===== src/rtl/usr_seq_param.sv =====
// Parametrised sequential universal shift register: one shift/rotate step per clock under a
// start/busy/done handshake. Define USR_PARITY_EN to add a registered parity output.
module usr_seq_param #(
   parameter int unsigned WIDTH = 8,
   parameter int unsigned SHW   = 4
) (
   input  logic             clock,
   input  logic             clear,
   input  logic             start,
   input  logic [2:0]       mode,
   input  logic [SHW-1:0]   shamt,
   input  logic [WIDTH-1:0] data_in,
   input  logic             sl_ser,
   input  logic             sr_ser,
   output logic [WIDTH-1:0] data_out,
   output logic             ser_out,
   output logic             busy,
`ifdef USR_PARITY_EN
   output logic             parity,
`endif
   output logic             done
);

   typedef enum logic [0:0] {StIdle, StRun} state_e;

   state_e           state_q;
   logic [WIDTH-1:0] data_q, data_nxt, step_data;
   logic             ser_q, ser_nxt, step_ser;
   logic             busy_q, done_q;
   logic [SHW-1:0]   cnt_q;
   logic [2:0]       mode_q, op_mode;
   logic             accept, is_shift, do_step, do_load;

   assign accept  = (state_q == StIdle) && start;
   // While running, the latched mode drives the datapath; live mode is ignored.
   assign op_mode = accept ? mode : mode_q;

   always_comb begin
      step_data = data_q;
      step_ser  = ser_q;
      is_shift  = 1'b1;
      case (op_mode)
         3'b001: begin
            step_data = {sr_ser, data_q[WIDTH-1:1]};
            step_ser  = data_q[0];
         end
         3'b010: begin
            step_data = {data_q[WIDTH-2:0], sl_ser};
            step_ser  = data_q[WIDTH-1];
         end
         3'b100: begin
            step_data = {data_q[0], data_q[WIDTH-1:1]};
            step_ser  = data_q[0];
         end
         3'b101: begin
            step_data = {data_q[WIDTH-2:0], data_q[WIDTH-1]};
            step_ser  = data_q[WIDTH-1];
         end
         3'b110: begin
            step_data = {data_q[WIDTH-1], data_q[WIDTH-1:1]};
            step_ser  = data_q[0];
         end
         default: is_shift = 1'b0;
      endcase
   end

   assign do_load  = accept && (mode == 3'b011);
   assign do_step  = (state_q == StRun) || (accept && is_shift && (shamt != '0));
   assign data_nxt = do_load ? data_in : (do_step ? step_data : data_q);
   assign ser_nxt  = do_step ? step_ser : ser_q;

   always_ff @(posedge clock or negedge clear) begin
      if (!clear) begin
         state_q <= StIdle;
         data_q  <= '0;
         ser_q   <= 1'b0;
         busy_q  <= 1'b0;
         done_q  <= 1'b0;
         cnt_q   <= '0;
         mode_q  <= '0;
      end else begin
         data_q <= data_nxt;
         ser_q  <= ser_nxt;
         done_q <= 1'b0;
         case (state_q)
            StIdle: begin
               if (start) begin
                  mode_q <= mode;
                  // Step 1 happens on this edge; cnt_q holds the steps still to come.
                  if (is_shift && (shamt > SHW'(1))) begin
                     cnt_q   <= shamt - SHW'(1);
                     busy_q  <= 1'b1;
                     state_q <= StRun;
                  end else begin
                     done_q <= 1'b1;
                  end
               end
            end
            StRun: begin
               cnt_q <= cnt_q - SHW'(1);
               if (cnt_q == SHW'(1)) begin
                  busy_q  <= 1'b0;
                  done_q  <= 1'b1;
                  state_q <= StIdle;
               end
            end
            default: state_q <= StIdle;
         endcase
      end
   end

`ifdef USR_PARITY_EN
   logic parity_q;

   always_ff @(posedge clock or negedge clear) begin
      if (!clear) begin
         parity_q <= 1'b0;
      end else begin
         parity_q <= ^data_nxt;
      end
   end

   assign parity = parity_q;
`endif

   assign data_out = data_q;
   assign ser_out  = ser_q;
   assign busy     = busy_q;
   assign done     = done_q;

endmodule


===== config.mk =====
export PLATFORM = sky130hd
export DESIGN_NAME = usr_seq_param
export DESIGN_NICKNAME = d
export VERILOG_FILES = /design/src/rtl/usr_seq_param.sv
export SDC_FILE = /design/constraint.sdc
export NUM_CORES = 1
export LEC_CHECK = 0
export BUFFER_PORTS_ARGS = -buffer_cell sky130_fd_sc_hd__buf_2
export CAP_MARGIN = 15
export CORE_MARGIN = 4
export CORE_UTILIZATION = 45
export CTS_BUF_LIST = sky130_fd_sc_hd__clkbuf_16
export CTS_CLUSTER_SIZE = 12
export DETAILED_ROUTE_END_ITERATION = 8
export PLACE_DENSITY = 0.65
export SYNTH_ARGS = -nofsm -noshare
export SYNTH_HDL_FRONTEND = slang
export SYNTH_SLANG_ARGS = --single-unit

===== constraint.sdc =====
create_clock -name clock -period 2.3 [get_ports clock]
set_clock_uncertainty 0.2 [all_clocks]
set_input_delay 0.115 -clock clock [delete_from_list [all_inputs] [get_ports clock]]
set_output_delay 0.115 -clock clock [all_outputs]
set_load 0.1 [all_outputs]

==> results by group <==
Placed design
  • GPL Wtd Cong: 0.860
  • PortBufs: 30
  • DP Area: 0.00149 mm²
  • Hpwl dp: 2120 µm

Worst hold path
  • Hold WC Path Type: primary input to register
  • HP Start: mode[0]

Detailed routing
  • Vias: 1069
  • DR iter-0 viols: 72
  • Post-Route WL: 2860 µm
  • Antenna Nets Post-Route: 0
  • Met3 wire length: 94 µm
  • DR WL met2: 1450 µm
  • WL/cell: 13.8 µm
  • Vias per cell: 5.16
  • Max layer used: met3
  • DRT met1 WL: 1320 µm
  • # DRC: 0
  • Total iterations of the first detailed-routing run: 4

Die
  • Core ar.: 0.00273 mm²
  • Initial Utilization: 47.1%
  • Top-level I/O count: 31
  • Die area: 0.00378 mm²
  • Die Height: 61.5 µm
  • Rows: 19
  • Die W: 61.5 µm

Setup path
  • Critical-path cell list: dlygate4sd3_1, buf_2, and4bb_2, a31o_1, mux2_4, mux2_1, mux2i_1, o21ai_1
  • Bufs and invs on worst path: 2
  • Critical path's slowest cell: dlygate4sd3_1
  • RR Startpoint: state_q$_DFF_PN0_
  • Top Family by Delay on Critical Path: multiplexers
  • CP max stage delay: 0.53 ns
  • Maximum fanout along the worst path: 8
  • Setup slack, reg-to-reg: 0.14 ns
  • CP required: 2.22 ns
  • Worst Setup End Kind: register
  • Critical path origin: mode[1]
  • Crit path DAT: 2.10 ns
  • Kind of critical path: primary input to register
  • Startpoint types: primary input

Global routing
  • GRT Residual Overflow: 0
  • All-Layer GR Usage: 16.8%
  • Initial antenna violation count: 0
  • First-pass GRT wire length: 4750 µm
  • Largest net degree at the start of global routing: 20
  • Vias in the first global route: 1070

Synthesis
  • Synthesis-stage register bit count: 19
  • Post-synthesis mux area share: 23.7%
  • Area share of fa/ha/maj cells after synthesis: 4.86%
  • Synth Instances: 130
  • Main combinational cell family by area after synthesis: multiplexers
  • Post-synthesis sequential area ratio: 36.9%
  • Netlist cell types: 35
  • Compound-Gate Fraction of Synth Area: 13.4%
  • Mapped Nets: 155
  • Synth warnings: 0
  • Synthesized area: 0.00129 mm²
  • Post-synthesis xor/xnor area fraction: 2.72%
  • Avg Inst Size Synth: 9.90 µm²
  • Post-synthesis simple-gate area fraction: 13.0%

Timing
  • Worst slew margin: 67.6%
  • Count of final setup violators: 0
  • Slew Limit Fails: 0
  • Period utilization: 94.4%
  • RSZ-0062 raised after global routing: false
  • Setup_tns: 0 ns
  • Final hold vios: 0
  • Max Clk Rate: 461 MHz
  • Worst-margin pin slew: 0.489 ns
  • Final min period: 2.17 ns

CTS
  • Num CTS Buffers: 3
  • Root Buffer: clkbuf_16
  • CTS tree: yes
  • Clk_lat worst skew: 0.25 ns
  • CTS max path bufs: 2
  • CTS clock-pin slew for the worst setup and hold paths: 0.05 ns
  • H-tree depth: 1
  • Post-CTS setup buffers: 0
  • CTS sink cnt: 19

Final layout
  • Synth-to-layout area growth: 30.3%
  • Final #Nets: 202
  • Fillers: 238
  • Layout cells sized above 1: 26.7%
  • Fin util: 61.4%
  • Antenna diodes: 0
  • Final instance area: 0.00168 mm²

Run
  • Max_cap viols: 0

Status
  • Status: complete, no violations
[metrics by stage]
step	instances	hold WS (ns)	setup slack (ns)
global placement	192	-0.119	0.119
floorplan	130	-0.381	0.195
finish	207	0.0121	0.129
CTS	207	0.00167	0.0471
global route	207	0.00906	0.0152
detailed placement	192	-0.122	0.0589
[worst register-to-register path: cells and delay by family (launching register included)]
kind,cells,cell delay (ns)
AO/OA/AOI/OAI,2,0.30
AND/OR/NAND/NOR,1,0.24
flip-flops,1,0.34
multiplexers,3,0.78
buffers and inverters,1,0.18
[path summary, 6_finish.rpt]
kind | to | depth (start not counted)
setup / recovery | data_out[2]$_DFFE_PN0P_ | 8
hold / removal | mode_q[0]$_DFFE_PN0P_ | 3
setup reg to reg | data_out[2]$_DFFE_PN0P_ | 7
hold reg to reg | ser_out$_DFFE_PN0P_ | 2
max in group asynchronous | busy$_DFFE_PN0P_ | 2
min in group asynchronous | ser_out$_DFFE_PN0P_ | 2
[cell type report]
cell class	count	area [µm²]	area share, %
well taps	31	38.8	2.31
repair buffers	46	298	17.7
inverters	11	41.3	2.46
multi-input cells	96	746	44.4
clock buffers	3	75.1	4.47
flip-flops and latches	19	475	28.3
clock inverters	1	3.75	0.224
[cells in the final DEF, fill, tap and decap left out, types with 5 or more instances in the layout]
cell type | Yosys | layout
o21ai_1 | 9 | 9
nand2_1 | 18 | 18
nor2_1 | 5 | 5
mux2_1 | 7 | 7
dfrtp_1 | 19 | 19
buf_2 | 1 | 30
ha_1 | 5 | 5
mux2i_1 | 14 | 14
buf_4 | 1 | 5
inv_1 | 11 | 12
dlygate4sd3_1 | 0 | 11
[state kept, by name, indices dropped and copies added, names as in the netlist]
register and flops:
cnt_q 4, data_out 8, ser_out 1, busy 1, done 1, state_q 1, mode_q 3
[routing by layer]
metal,vias up,GRT usage (%)
li1,551,-
met1,500,22.0
met2,18,28.4
met3,0,4.40
met4,0,2.73
met5,-,0
[synthesized netlist by cell type (all sizes together)]
cell	count	area share, %
a31o	3	2.0
nor3	3	1.2
and4bb	1	0.97
o211ai	1	0.58
buf	3	1.8
dfrtp	19	37
inv	11	3.2
a22oi	1	0.58
a211o	1	0.68
ha	5	4.9
o21ai	13	5.1
mux2	10	9.3
nor4bb	1	0.78
nor4b	1	0.68
o311ai	1	0.68
nor2b	1	0.49
nand2b	2	0.97
o21a	1	0.58
xor2	4	2.7
clkbuf	1	0.29
o32a	1	0.78
nand3	1	0.78
nand2	18	5.2
mux2i	16	14
a21boi	1	0.58
nor2	5	1.5
a21oi	4	1.8
and3	1	0.49
[cell families (layout without fill, tap and decap cells)]
| kind of cell | count (synthesis) | in the layout |
|---|---|---|
| DFF | 19 | 19 |
| buffers and inverters | 15 | 61 |
| xor gates and xnor gates | 4 | 4 |
| and+or+nand+nor | 34 | 34 |
| muxes | 26 | 26 |
| adders and majority gates | 5 | 5 |
| AOI/OAI and AO/OA | 27 | 27 |
[timing repair]
| action | in CTS | in global routing |
|---|---|---|
| setup endpoints to repair | 0 | 7 |
| endpoints found under the hold margin | 29 | 0 |
| hold buffers | 11 | 0 |
| gates resized for setup | 0 | 1 |
Power is not shown: default switching activity piles up to over one toggle a cycle in this logic, so the estimate is an artifact.
